`src/rtl/uart_tx_fifo.sv`:
```
// rtl/uart_tx_fifo.sv - byte FIFO with a drain FSM that feeds uart_tx via START/BUSY
module uart_tx_fifo #(
    parameter int DEPTH_LOG2 = 4
) (
    input  logic                  CLK,
    input  logic                  RST_N,
    input  logic                  WR_EN,
    input  logic [7:0]            WR_DATA,
    output logic                  FULL,
    output logic                  EMPTY,
    output logic [DEPTH_LOG2:0]   COUNT,
    output logic                  OVERFLOW,
    input  logic                  CLR_OVF,
    output logic                  IDLE,
    output logic                  TX_START,
    output logic [7:0]            TX_DATA,
    input  logic                  TX_BUSY
);
    localparam int DEPTH = 1 << DEPTH_LOG2;
    localparam logic [DEPTH_LOG2:0]   CNT_FULL = (DEPTH_LOG2+1)'(DEPTH);
    localparam logic [DEPTH_LOG2:0]   CNT_ONE  = (DEPTH_LOG2+1)'(1);
    localparam logic [DEPTH_LOG2-1:0] PTR_ONE  = DEPTH_LOG2'(1);

    localparam logic [1:0] S_IDLE      = 2'd0;
    localparam logic [1:0] S_START     = 2'd1;
    localparam logic [1:0] S_WAIT_DONE = 2'd2;

    logic [7:0]            mem [DEPTH];
    logic [DEPTH_LOG2-1:0] wp;
    logic [DEPTH_LOG2-1:0] rp;
    logic [DEPTH_LOG2:0]   cnt;
    logic [1:0]            state;
    logic [7:0]            tx_data;
    logic                  ovf;
    logic                  wr_acc;
    logic                  pop;

    assign FULL     = (cnt == CNT_FULL);
    assign EMPTY    = (cnt == '0);
    assign COUNT    = cnt;
    assign OVERFLOW = ovf;
    assign TX_START = (state == S_START);
    assign TX_DATA  = tx_data;
    assign IDLE     = EMPTY && (state == S_IDLE);

    assign wr_acc = WR_EN && !FULL;
    assign pop    = (state == S_IDLE) && !EMPTY;

    // Storage is deliberately left unreset.
    always_ff @(posedge CLK) begin
        if (wr_acc) begin
            mem[wp] <= WR_DATA;
        end
    end

    always_ff @(posedge CLK or negedge RST_N) begin
        if (!RST_N) begin
            wp      <= '0;
            rp      <= '0;
            cnt     <= '0;
            state   <= S_IDLE;
            tx_data <= 8'h00;
            ovf     <= 1'b0;
        end else begin
            if (wr_acc) begin
                wp <= wp + PTR_ONE;
            end
            if (pop) begin
                rp <= rp + PTR_ONE;
            end
            if (wr_acc && !pop) begin
                cnt <= cnt + CNT_ONE;
            end else if (pop && !wr_acc) begin
                cnt <= cnt - CNT_ONE;
            end

            // A rejected write flags overflow even if a pop frees space this cycle.
            if (WR_EN && FULL) begin
                ovf <= 1'b1;
            end else if (CLR_OVF) begin
                ovf <= 1'b0;
            end

            case (state)
                S_IDLE: begin
                    if (pop) begin
                        tx_data <= mem[rp];
                        state   <= S_START;
                    end
                end
                S_START: begin
                    if (TX_BUSY) begin
                        state <= S_WAIT_DONE;
                    end
                end
                S_WAIT_DONE: begin
                    if (!TX_BUSY) begin
                        state <= S_IDLE;
                    end
                end
                default: state <= S_IDLE;
            endcase
        end
    end
endmodule

```
`config.mk`:
```
export PLATFORM = sky130hd
export DESIGN_NAME = uart_tx_fifo
export DESIGN_NICKNAME = d
export VERILOG_FILES = /design/src/rtl/uart_tx_fifo.sv
export SDC_FILE = /design/constraint.sdc
export NUM_CORES = 1
export LEC_CHECK = 0
export CAP_MARGIN = 20
export CORE_MARGIN = 2
export CORE_UTILIZATION = 25
export CTS_CLUSTER_SIZE = 8
export DETAILED_ROUTE_END_ITERATION = 8
export PLACE_DENSITY_LB_ADDON = 0.15
export SYNTH_ARGS = -nofsm -noshare
export SYNTH_HDL_FRONTEND = slang
export SYNTH_SLANG_ARGS = --single-unit
```
`constraint.sdc`:
```
create_clock -name CLK -period 2.7 [get_ports CLK]
set_input_delay 0.54 -clock CLK [delete_from_list [all_inputs] [get_ports CLK]]
set_output_delay 0.54 -clock CLK [all_outputs]
set_load 0.1 [all_outputs]
```
# Word level (Yosys, flattened, before mapping)
# Memory sizes are Yosys's and may differ from the RTL's. A register that Yosys moved wholly into a read port is not among the register bits.
# Cells that the tools add are included.
# word_totals
n_memories,1
register_bits,16
word_cells,43
input_bits,13
ramBits,128
out_inout_bits,18
# op_classes
mux,10
n_reduce_logical,17
eq_ne,6
add_sub_neg,4
# memory_table
name,words,width,rd,rd_ports_with_merged_regs,wr,line_no,rtl
mem,16,8,1,1,1,28,logic [7:0] mem [DEPTH];
# ops
op,n
5-bit 2-to-1 mux,2
"4-bit by 1-bit adder with 4-bit output, second input constant",2
1-bit logical AND,6
2-bit 2-to-1 mux,3
2-bit case mux with 3 select lines,1
"5-bit by 1-bit adder with 5-bit output, second input constant",1
"5-bit equality test, second input constant",1
1-bit logical NOT,5
5-bit logical NOT,1
"5-bit by 1-bit subtractor with 5-bit output, second input constant",1
1-bit 2-to-1 mux,4
"2-bit != test, second input constant",2
2-bit nonzero test,2
3-bit AND reduction,1
"2-bit by 1-bit equality test with 1-bit output, second input constant",1
"2-bit equality test, second input constant",1
2-bit logical NOT,1
"2-bit by 1-bit != test with 1-bit output, second input constant",1
2-bit AND reduction,1

# Logic depth before layout (Yosys ltp)
# logic_depth
word_depth,7
ltp_mapped,12

# Least setup slack after synthesis
# No wires, ideal clock.
# synth_timing
kind,register to output
start,"register cnt[0], in the netlist COUNT[0]"
end,output port IDLE
arrival_time_ps,4926
path_buffers,0
path_slack_ps,-2766
stages_incl_launch_ff,4
path_cell_list,dfrtp_1 nor4_1 nor2b_1 nor3b_1
# synth_via
elab_chain_len,2
# synth_rtl
item,line_no,rtl
from (decl),31,logic [DEPTH_LOG2:0] cnt;
from (signal assigned),72,cnt <= cnt + CNT_ONE;
from (signal assigned),74,cnt <= cnt - CNT_ONE;
5-bit logical NOT,39,assign EMPTY = (cnt == '0);
net EMPTY,10,"output logic EMPTY,"
1-bit logical AND,44,assign IDLE = EMPTY && (state == S_IDLE);
to (decl),14,"output logic IDLE,"
# The timed path passes the listed nets, and every way through them passes these cells.

# Final worst setup path
# layout_timing
start,"register cnt[2], in the netlist COUNT[2]"
end,output port IDLE
# layout_via
elab_chain_len,2
# layout_rtl
item,line_no
5-bit logical NOT,39
1-bit logical AND,44
# No other way between the ends.

==> metrics.md <==
| Metric | Value |
|---|---|
| Synth Flop Type | `edfxtp_1` |
| Post-route clock skew | `between 0.007 and 0.008 ns` |
| I/O pin total | `31` |
| HP Class | `input pin to asynchronous set/reset pin` |
| PortBufs | `30` |
| Sink Count | `around 150` |
| Top cells by area, synth | `edfxtp_1 (62%), dfrtp_1 (9.7%), mux4_2 (6.5%)` |
| CTS Buf Count | `17` |
| Mapped Nets | `between 300 and 400` |
| Clock-pin transition on the worst setup and hold timing paths | `0.07 ns` |
| # DRC | `0` |
| RSZ-0062 raised after global routing | `no` |
| Share of layout cells above drive strength 1 | `0.287` |
| Power Density | `between 1000 and 1500 mW/mm^2` |
| First-pass GRT wire length | `roughly 21,000 microns` |
| Max-cap violations | `0` |
| DRT antenna net count | `0` |
| Iteration count of the initial detailed-routing pass | `4` |
| Outcome | `completed` |
| Final Max Tran Viols | `0` |
| Layout Nets | `roughly 420` |
| Period minus WS final | `roughly 2.6 ns` |
| Post-route core utilization | `0.313` |
| Post-synth top cells | `edfxtp_1 (128), nand2_1 (30), dfrtp_1 (24), mux4_2 (18)` |
| Initial antenna violation count | `0` |
| Post-CTS sizing | `0` |
| Cell count after synthesis | `roughly 340` |
| Antenna diodes | `0` |
| Peak VDD IR | `around 690 uV` |
| Crit Path Category | `flop to primary output` |
| Initial DRC count | `approximately 210` |
| Vias in the first global route | `~3.3k` |
| Post-synth EDFFs | `between 100 and 150` |
| Worst setup EP type | `primary output` |
| Area leader, netlist | `edfxtp_1` |
| CTS Root Cell | `clkbuf_16` |
| Worst Setup Start Kind | `flop` |
| Tot GR Track Use | `0.109` |
| Warnings, synthesis | `0` |
| Die area | `0.0261 sq mm` |
| Fillers | `~2.4k` |
| Skew-Pair Late Insertion Delay | `around 0.42 ns` |
| Slew margin rel. | `0.548` |
| Least-Margin Pin Slew | `approximately 0.68 ns` |
| Largest net degree at the start of global routing | `27` |
| Starting Density | `0.255` |
| Synth top area share | `0.619` |
| Fin worst setup slack | `roughly 0.14 ns` |
| Routed WL | `~13,000 microns` |
| Flops & latches, synth | `152` |
| Arr. time, crit path | `2.02 ns` |
| Leakage | `roughly 0.0027 uW` |
| Max clock buf depth | `2` |
| Fmax | `a little under 400 MHz` |
| Final Wtd Congestion | `between 0.7 and 0.8` |
| Syn_area_per_cell | `between 15 and 20 sq um` |
| Final setup violation count | `0` |
| Post-Syn Area | `between 0.006 and 0.007 sq mm` |
| Core Box Area | `approximately 0.024 sq mm` |
| CTS tree | `yes` |
| Die W | `roughly 160 microns` |
| CTS Hold Bufs | `0` |
| Area Overhead vs Synth | `23.0%` |
| WP data required | `roughly 2.2 ns` |
| Pre-CTS setup slack | `~0.073 ns` |
| Seq/Total Area, Yosys | `0.716` |
| Worst-path fanout max | `5` |
| Placement row count | `57` |
| Die H | `around 160 microns` |
| Htree depth | `4` |
| Wire per inst | `between 15 and 20 microns` |
| Most common cell in the netlist | `edfxtp_1` |
| Hold Vio Cnt, Final | `0` |
| Setup Fix Bufs, Post-CTS | `0` |
| Gr ovfl total | `0` |
| Yosys cell types | `35` |
| Vias per std cell | `approximately 4.3` |
| Asr flop ratio synth | `0.158` |
| Fin crit share | `0.946` |
| HPWL Detailed | `approximately 8600 microns` |
| Via count | `slightly above 3k` |
[flip-flops by register name, summed over array words and instances, names as in the netlist]
name,cells
COUNT,5
wp,4
OVERFLOW,1
state,2
rp,4
mem,128
TX_DATA,8
[cell type report]
cell class                      instances  area [sq um]  share of cell area
Sequential cell                       152          4460               0.584
Multi-Input combinational cell        157          1650               0.216
Timing Repair Buffer                   54           485              0.0636
Clock buffer                           17           425              0.0557
Tap cell                              324           405              0.0531
Clock inverter                         15           181              0.0238
Inverter                                9          33.8             0.00442
[power by group]
part	leakage, uW	switching, uW	internal [uW]	total, uW
Combinational	0.000922	2140	1300	3440
Clock	0.000293	1030	1400	2430
Sequential	0.00144	315	2950	3270
Total	0.00266	3480	5660	9140
[layout by cell type (no fill, tap or decap), drive strengths merged, types with 8 or more instances in the layout]
cell type	n
nor2	14
o21ai	21
xnor2	9
mux2	8
ha	10
clkbuf	17
buf	42
dfrtp	24
nand2	30
edfxtp	128
mux2i	9
clkdlybuf4s50	12
inv	18
mux4	32
[metal layers]
metal | part of all wire | up-vias | routed length (microns) | global-route usage
li1 | - | 1420 | - | -
met1 | 0.48 | 1628 | 6300 | 0.143
met2 | 0.48 | 55 | 6310 | 0.177
met3 | 0.038 | 10 | 498 | 0.0306
met4 | 0.010 | 0 | 137 | 0.0350
met5 | 0 | - | 0 | 0
[kinds of logic (layout without fill, tap and decap cells)]
kind of cell,Yosys count,after routing,share of synthesized area
buffers and inverters,27,95,0.0278
flip-flops,152,152,0.716
AO/OA/AOI/OAI,26,26,0.0230
XOR/XNOR,10,10,0.0141
adder cells (fa/ha/maj),11,11,0.0234
multiplexers,49,49,0.154
AND/OR/NAND/NOR,61,61,0.0427
[critical path: stages, from the launching register on]
cell     delay (ns)
dfrtp_4        0.51
nor4_2         0.35
nor2b_4        0.28
nor3b_4        0.25
buf_12         0.20
[worst paths after layout]
| kind | to | cells after the start | start | slack, ns |
|---|---|---|---|---|
| min in group CLK | TX_DATA[7] | 2 | TX_DATA[7] | 0.50 |
| worst max-delay path | IDLE | 4 | COUNT[2] | 0.14 |
| worst max register to register | COUNT[4] | 11 | COUNT[2] | 0.16 |
| max in group asynchronous | COUNT[2] | 2 | RST_N | 1.93 |
| worst min-delay path | COUNT[0] | 2 | RST_N | 0.49 |
| worst min register to register | TX_DATA[7] | 2 | TX_DATA[7] | 0.50 |
[per-stage QoR]
stage | area [sq um] | TNS, ns | hold slack [ns] | power, uW | instances
2_1_floorplan | 6280 | -0.841 | 0.244 | 5940 | 336
3_3_place_gp | 7030 | 0 | 0.479 | 6820 | 696
3_5_place_dp | 7030 | 0 | 0.490 | 6840 | 696
4_1_cts | 7640 | 0 | 0.498 | 9290 | 728
5_1_grt | 7640 | 0 | 0.515 | 9670 | 728
6_report | 7640 | 0 | 0.494 | 9140 | 728
No activity file was read; power rests on OpenSTA's default activity.
